## src/rtl/epd_pkg.sv

```systemverilog
// epd_pkg: shared types and constants for the exhaustive pattern driver
package epd_pkg;
    typedef enum logic [1:0] {IDLE, SETTLE, EMIT, DONE} state_t;
    localparam int DEF_N_WIDTH = 5;
    localparam logic [15:0] DEF_SIG_POLY = 16'h1021;
    localparam logic [DEF_N_WIDTH-1:0] LAST_PATTERN = '1;
endpackage

```

## src/rtl/resp_misr.sv

```systemverilog
// resp_misr: Galois-form MISR compacting one response word per enable
module resp_misr
    import epd_pkg::*;
#(
    parameter int SIG_WIDTH = 16,
    parameter logic [SIG_WIDTH-1:0] SIG_POLY = SIG_WIDTH'(DEF_SIG_POLY),
    parameter int OUT_WIDTH = 1
) (
    input  logic                 clk,
    input  logic                 rst,
    input  logic                 clear,
    input  logic                 enable,
    input  logic [OUT_WIDTH-1:0] data,
    output logic [SIG_WIDTH-1:0] signature
);
    logic [SIG_WIDTH-1:0] sig_q, sig_d;

    always_comb begin
        sig_d = clear  ? '0 :
                enable ? ({sig_q[SIG_WIDTH-2:0], 1'b0} ^ (sig_q[SIG_WIDTH-1] ? SIG_POLY : '0)
                          ^ SIG_WIDTH'(data)) :
                         sig_q;
    end

    always_ff @(posedge clk) begin
        if (rst) sig_q <= '0;
        else     sig_q <= sig_d;
    end

    assign signature = sig_q;
endmodule

```

## src/rtl/exhaustive_pattern_driver.sv

```systemverilog
// exhaustive_pattern_driver: sweeps every input pattern, samples the DUT after a settle
// time and streams (pattern, response) records while compacting them into a MISR
module exhaustive_pattern_driver
    import epd_pkg::*;
#(
    parameter int N_WIDTH = DEF_N_WIDTH,
    parameter int OUT_WIDTH = 1,
    parameter int SETTLE_CYCLES = 1,
    parameter int SIG_WIDTH = 16,
    parameter logic [SIG_WIDTH-1:0] SIG_POLY = SIG_WIDTH'(DEF_SIG_POLY)
) (
    input  logic                 CK,
    input  logic                 reset,
    input  logic                 start,
    output logic [N_WIDTH-1:0]   pattern,
    input  logic [OUT_WIDTH-1:0] dut_resp,
    output logic                 resp_valid,
    input  logic                 resp_ready,
    output logic [N_WIDTH-1:0]   resp_pattern,
    output logic [OUT_WIDTH-1:0] resp_bits,
    output logic                 busy,
    output logic                 done,
    output logic [SIG_WIDTH-1:0] signature,
    output logic [N_WIDTH:0]     ones_count
);
    localparam logic [N_WIDTH-1:0] LAST = '1;
    localparam logic [7:0] RELOAD = 8'(SETTLE_CYCLES - 1);

    state_t               state_q, state_d;
    logic [N_WIDTH-1:0]   pattern_q, pattern_d, rpat_q, rpat_d;
    logic [OUT_WIDTH-1:0] rbits_q, rbits_d;
    logic [7:0]           cnt_q, cnt_d;
    logic [N_WIDTH:0]     ones_q, ones_d;
    logic                 clear, sample;

    always_comb begin
        state_d   = state_q;
        pattern_d = pattern_q;
        rpat_d    = rpat_q;
        rbits_d   = rbits_q;
        cnt_d     = cnt_q;
        ones_d    = ones_q;
        clear     = 1'b0;
        sample    = 1'b0;
        case (state_q)
            IDLE, DONE: if (start) begin
                state_d   = SETTLE;
                pattern_d = '0;
                cnt_d     = RELOAD;
                ones_d    = '0;
                clear     = 1'b1;
            end
            SETTLE: if (cnt_q == 8'd0) begin
                state_d = EMIT;
                sample  = 1'b1;
                rbits_d = dut_resp;
                rpat_d  = pattern_q;
                ones_d  = ones_q + (N_WIDTH+1)'(dut_resp[0]);
            end else begin
                cnt_d = cnt_q - 8'd1;
            end
            EMIT: if (resp_ready) begin
                state_d   = (pattern_q == LAST) ? DONE : SETTLE;
                pattern_d = (pattern_q == LAST) ? pattern_q : pattern_q + 1'b1;
                cnt_d     = RELOAD;
            end
            default: state_d = IDLE;
        endcase
    end

    always_ff @(posedge CK) begin
        if (reset) begin
            state_q   <= IDLE;
            pattern_q <= '0;
            rpat_q    <= '0;
            rbits_q   <= '0;
            cnt_q     <= '0;
            ones_q    <= '0;
        end else begin
            state_q   <= state_d;
            pattern_q <= pattern_d;
            rpat_q    <= rpat_d;
            rbits_q   <= rbits_d;
            cnt_q     <= cnt_d;
            ones_q    <= ones_d;
        end
    end

    resp_misr #(
        .SIG_WIDTH(SIG_WIDTH),
        .SIG_POLY (SIG_POLY),
        .OUT_WIDTH(OUT_WIDTH)
    ) u_misr (
        .clk      (CK),
        .rst      (reset),
        .clear    (clear),
        .enable   (sample),
        .data     (dut_resp),
        .signature(signature)
    );

    assign pattern      = pattern_q;
    assign resp_pattern = rpat_q;
    assign resp_bits    = rbits_q;
    assign ones_count   = ones_q;
    assign resp_valid   = (state_q == EMIT);
    assign busy         = (state_q == SETTLE) || (state_q == EMIT);
    assign done         = (state_q == DONE);
endmodule

```

## config.mk

```make
export PLATFORM = sky130hd
export DESIGN_NAME = exhaustive_pattern_driver
export DESIGN_NICKNAME = d
export VERILOG_FILES = /design/src/rtl/epd_pkg.sv /design/src/rtl/resp_misr.sv /design/src/rtl/exhaustive_pattern_driver.sv
export SDC_FILE = /design/constraint.sdc
export NUM_CORES = 1
export LEC_CHECK = 0
export ABC_CLOCK_PERIOD_IN_PS = 2550
export BUFFER_PORTS_ARGS = -buffer_cell sky130_fd_sc_hd__buf_2
export CAP_MARGIN = 20
export CELL_PAD_IN_SITES_DETAIL_PLACEMENT = 1
export CELL_PAD_IN_SITES_GLOBAL_PLACEMENT = 2
export CORE_UTILIZATION = 31
export DETAILED_ROUTE_END_ITERATION = 7
export PLACE_DENSITY_LB_ADDON = 0.1
export RECOVER_POWER = 25
export SKIP_LAST_GASP = 1
export SYNTH_ARGS = -nofsm -noshare
export SYNTH_HDL_FRONTEND = slang
export SYNTH_SLANG_ARGS = --single-unit
```

## constraint.sdc

```tcl
create_clock -name CK -period 2.55 [get_ports CK]
set_input_delay 0.255 -clock CK [delete_from_list [all_inputs] [get_ports CK]]
set_output_delay 0.255 -clock CK [all_outputs]
set_load 0.03 [all_outputs]
```

==> impl_results.md <==
- Met2 GRT Util: about 25%
- EDFF count, synth: 0
- CTS sink count: 43
- Post-DP HPWL: 3470 µm
- Synth Cell Area: 2000 µm²
- Number of cells on the worst reg-to-reg path: 7
- Worst-case vdd ir drop: ~430 µV
- Sum of routed wire length over all layers: 4880 µm
- Reg2reg end: pattern[3]
- Longest Clk Path Bufs: 2
- Crit share post-route: a little over four fifths
- Setup tns final: 0 ns
- DRT antenna net count: 0
- Clock tree from TritonCTS: built
- Timing-limited maximum frequency: 466 MHz
- Worst Hold Path Cells: 3
- Number of synthesized register bits: 43
- Power density over the cells: slightly above 900 nW/µm²
- Class of the most critical setup path: reg2reg
- Synth async-reset ratio: 0%
- Number of cells in the finished layout apart from fillers: approximately 350
- Buffers added on ports: 40
- Maximum level of the CTS H-tree: 2
- CTS root buffer: clkbuf_8
- Maximum fanout along the worst path: 7
- Gates resized, CTS repair: 0
- Total die area: slightly below 7000 µm²
- Primary FF master, synth: dfxtp_1
- Met1 GRT Util: 20.6%
- Cell count after synthesis: 239
- Library cell occupying the most area in the post-synthesis netlist: dfxtp_1
- Leading cell type in the layout, fill and taps excluded: nand2_1
- Tightest Hold Check Type: in2reg
- RSZ-0062 raised after global routing: no
- Average cell area after synthesis: between 8 and 9 µm²
- Vertical die dimension: approximately 80 µm
- Number of antenna diodes: 0
- Count of pins on the block boundary: 41
- Worst clock skew: around 0.0064 ns
- Row cnt: 28
- Layer with the highest usage: met2
- Post-route DRC: 0
- Vias in the first global route: ~1700
- Number of buffers inserted by hold repair at cts: 0
- Transition time at the pin with the least slew margin: 0.651 ns
- Via total after detailed routing: between 1500 and 2000
- Via density: ~5.0
- Count of final setup violators: 0
- Global routing usage on met3: under 10%
- R2R Setup Slk: 0.40 ns
- Warnings from Yosys: 0
- Max capacitance violation total: 0
- Final Max Tran Viols: 0
- Total CTS buffers: 5
- Top area cells in the synthesized netlist: dfxtp_1, nand2_1, a21oi_1, ha_1, o21ai_0
- Worst path required time: between 2 and 3 ns
- Crit path time final: approximately 2.1 ns
- Net count of the finished layout: roughly 290
- Die width: 82.3 µm
- Worst-skew pair later-pin latency: 0.30 ns
- Initial antenna violation count: 0
- Element type at the critical path start: flip-flop
- Setup crit end kind: flip-flop
- Hold Fails Final Rpt: 0
- Grt ovf: 0
- First-pass GRT wire length: between 7000 and 8000 µm
- Effective utilization at floorplan: around a third
- Area fraction of the dominant cell type after synthesis: 43.1%
- Total Power Consumption: 2.13 mW
- First-iteration detailed-routing DRC count: 49
- Result of the run: finished, final reports clean
- Launch point of the worst reg-to-reg path: pattern[0]
- Leakage Power: around 0.86 nW
- GR Util All Layers: approximately 16%
- Final Wtd Congestion: 0.733
- Clock Pin Slew Worst Setup and Hold Paths: around 0.08 ns
- Layout cell share with drive strength beyond 1: between 10% and 20%
- Worst hold slack across all endpoints: 0.244 ns
- Average wire length per cell after detail routing: about 14 µm
- Sequential cell area fraction in the yosys report: between 40 and 50%
- Pin count of the biggest net entering global routing: 27
- Most frequent cells in the layout: nand2_1, dfxtp_1, a21oi_1, buf_2, clkbuf_1
- Core area: 6060 µm²
- Min-delay src: dut_resp
- Synthesized Nets: about 250
- Worst endpoint data arrival time: between 2 and 2.5 ns
- Distinct cell type count after synthesis: 37
- Min setup slack post-route: a little over 0.4 ns
- Post-Place Cells: 344
- First drt pass iteration count: 4
- Synth-to-layout area growth: 15.8%
- Endpoint of the worst hold path: resp_bits
- Number of buffers added for setup after CTS: 0
- Relative slew slack: about 57%
- Post-place setup slack: about 0.42 ns
registers in the layout, summed over array words and instances (netlist names):
name and cells:
pattern 5, u_misr.signature 16, state_q 2, resp_bits 1, ones_count 6, resp_pattern 5, cnt_q 8
cell families (layout without fill, tap and decap cells):
family | count (synthesis) | in the layout | synth area share [%]
xor gates and xnor gates | 3 | 3 | 1.32
buffers and inverters | 23 | 61 | 4.95
AOI/OAI and AO/OA | 60 | 60 | 17.7
muxes | 5 | 5 | 2.57
DFF | 43 | 43 | 43.1
and+or+nand+nor | 95 | 95 | 24.1
adders and majority gates | 10 | 10 | 6.26
worst max-delay path by stage:
stage	from	to	slack [ns]
2_1_floorplan	pattern[0]	pattern[3]	0.56
3_3_place_gp	pattern[0]	pattern[3]	0.52
3_5_place_dp	pattern[0]	pattern[3]	0.42
4_1_cts	pattern[0]	pattern[3]	0.41
5_1_grt	pattern[0]	pattern[3]	0.24
6_report	pattern[0]	pattern[3]	0.40
layer usage:
| metal | up-vias | wire length (µm) |
|---|---|---|
| met4 | 0 | 54 |
| met2 | 25 | 2240 |
| li1 | 906 | - |
| met3 | 6 | 144 |
| met1 | 838 | 2430 |
| met5 | - | 0 |
critical path, stage by stage, from the launching register on:
cell,delay (ns)
dfxtp_1,0.36
ha_1,0.23
and3_1,0.19
ha_1,0.20
nor2b_1,0.25
o211ai_1,0.28
or3_1,0.42
a21oi_1,0.15
power breakdown:
group / switching [mW] / leakage [nW] / internal, mW / total [mW]
Clock: 0.244 / 0.0412 / 0.192 / 0.436
Combinational: 0.580 / 0.470 / 0.299 / 0.879
Sequential: 0.0684 / 0.348 / 0.744 / 0.812
area by class of cell:
cell class / instances / area [µm²]
clock inverters: 2 / 12.5
clock buffers: 6 / 72.6
well taps: 75 / 93.8
repair buffers: 43 / 199
fillers: 735 / 3750
flip-flops and latches: 43 / 861
inverters: 10 / 37.5
multi-input cells: 173 / 1040
synthesized netlist by cell type (all sizes together), types with 3 or more instances:
cell / number
ha: 10
xnor2: 3
a211oi: 3
o21ai: 11
nor2: 7
clkbuf: 8
nand2: 51
nand4: 4
inv: 10
dfxtp: 43
mux2i: 4
or4: 4
buf: 5
nor4: 3
nand2b: 5
a31oi: 3
and4: 3
a21oi: 33
or3: 7
per-stage QoR:
step                      area (µm²)  util, %
final                           2310     38.2
after global routing            2310     38.2
after CTS                       2340     38.6
after detailed placement        2250     37.2
after global placement          2250     37.2
after floorplan                 2000        -
Note: power is estimated with default switching activity, not from simulation.
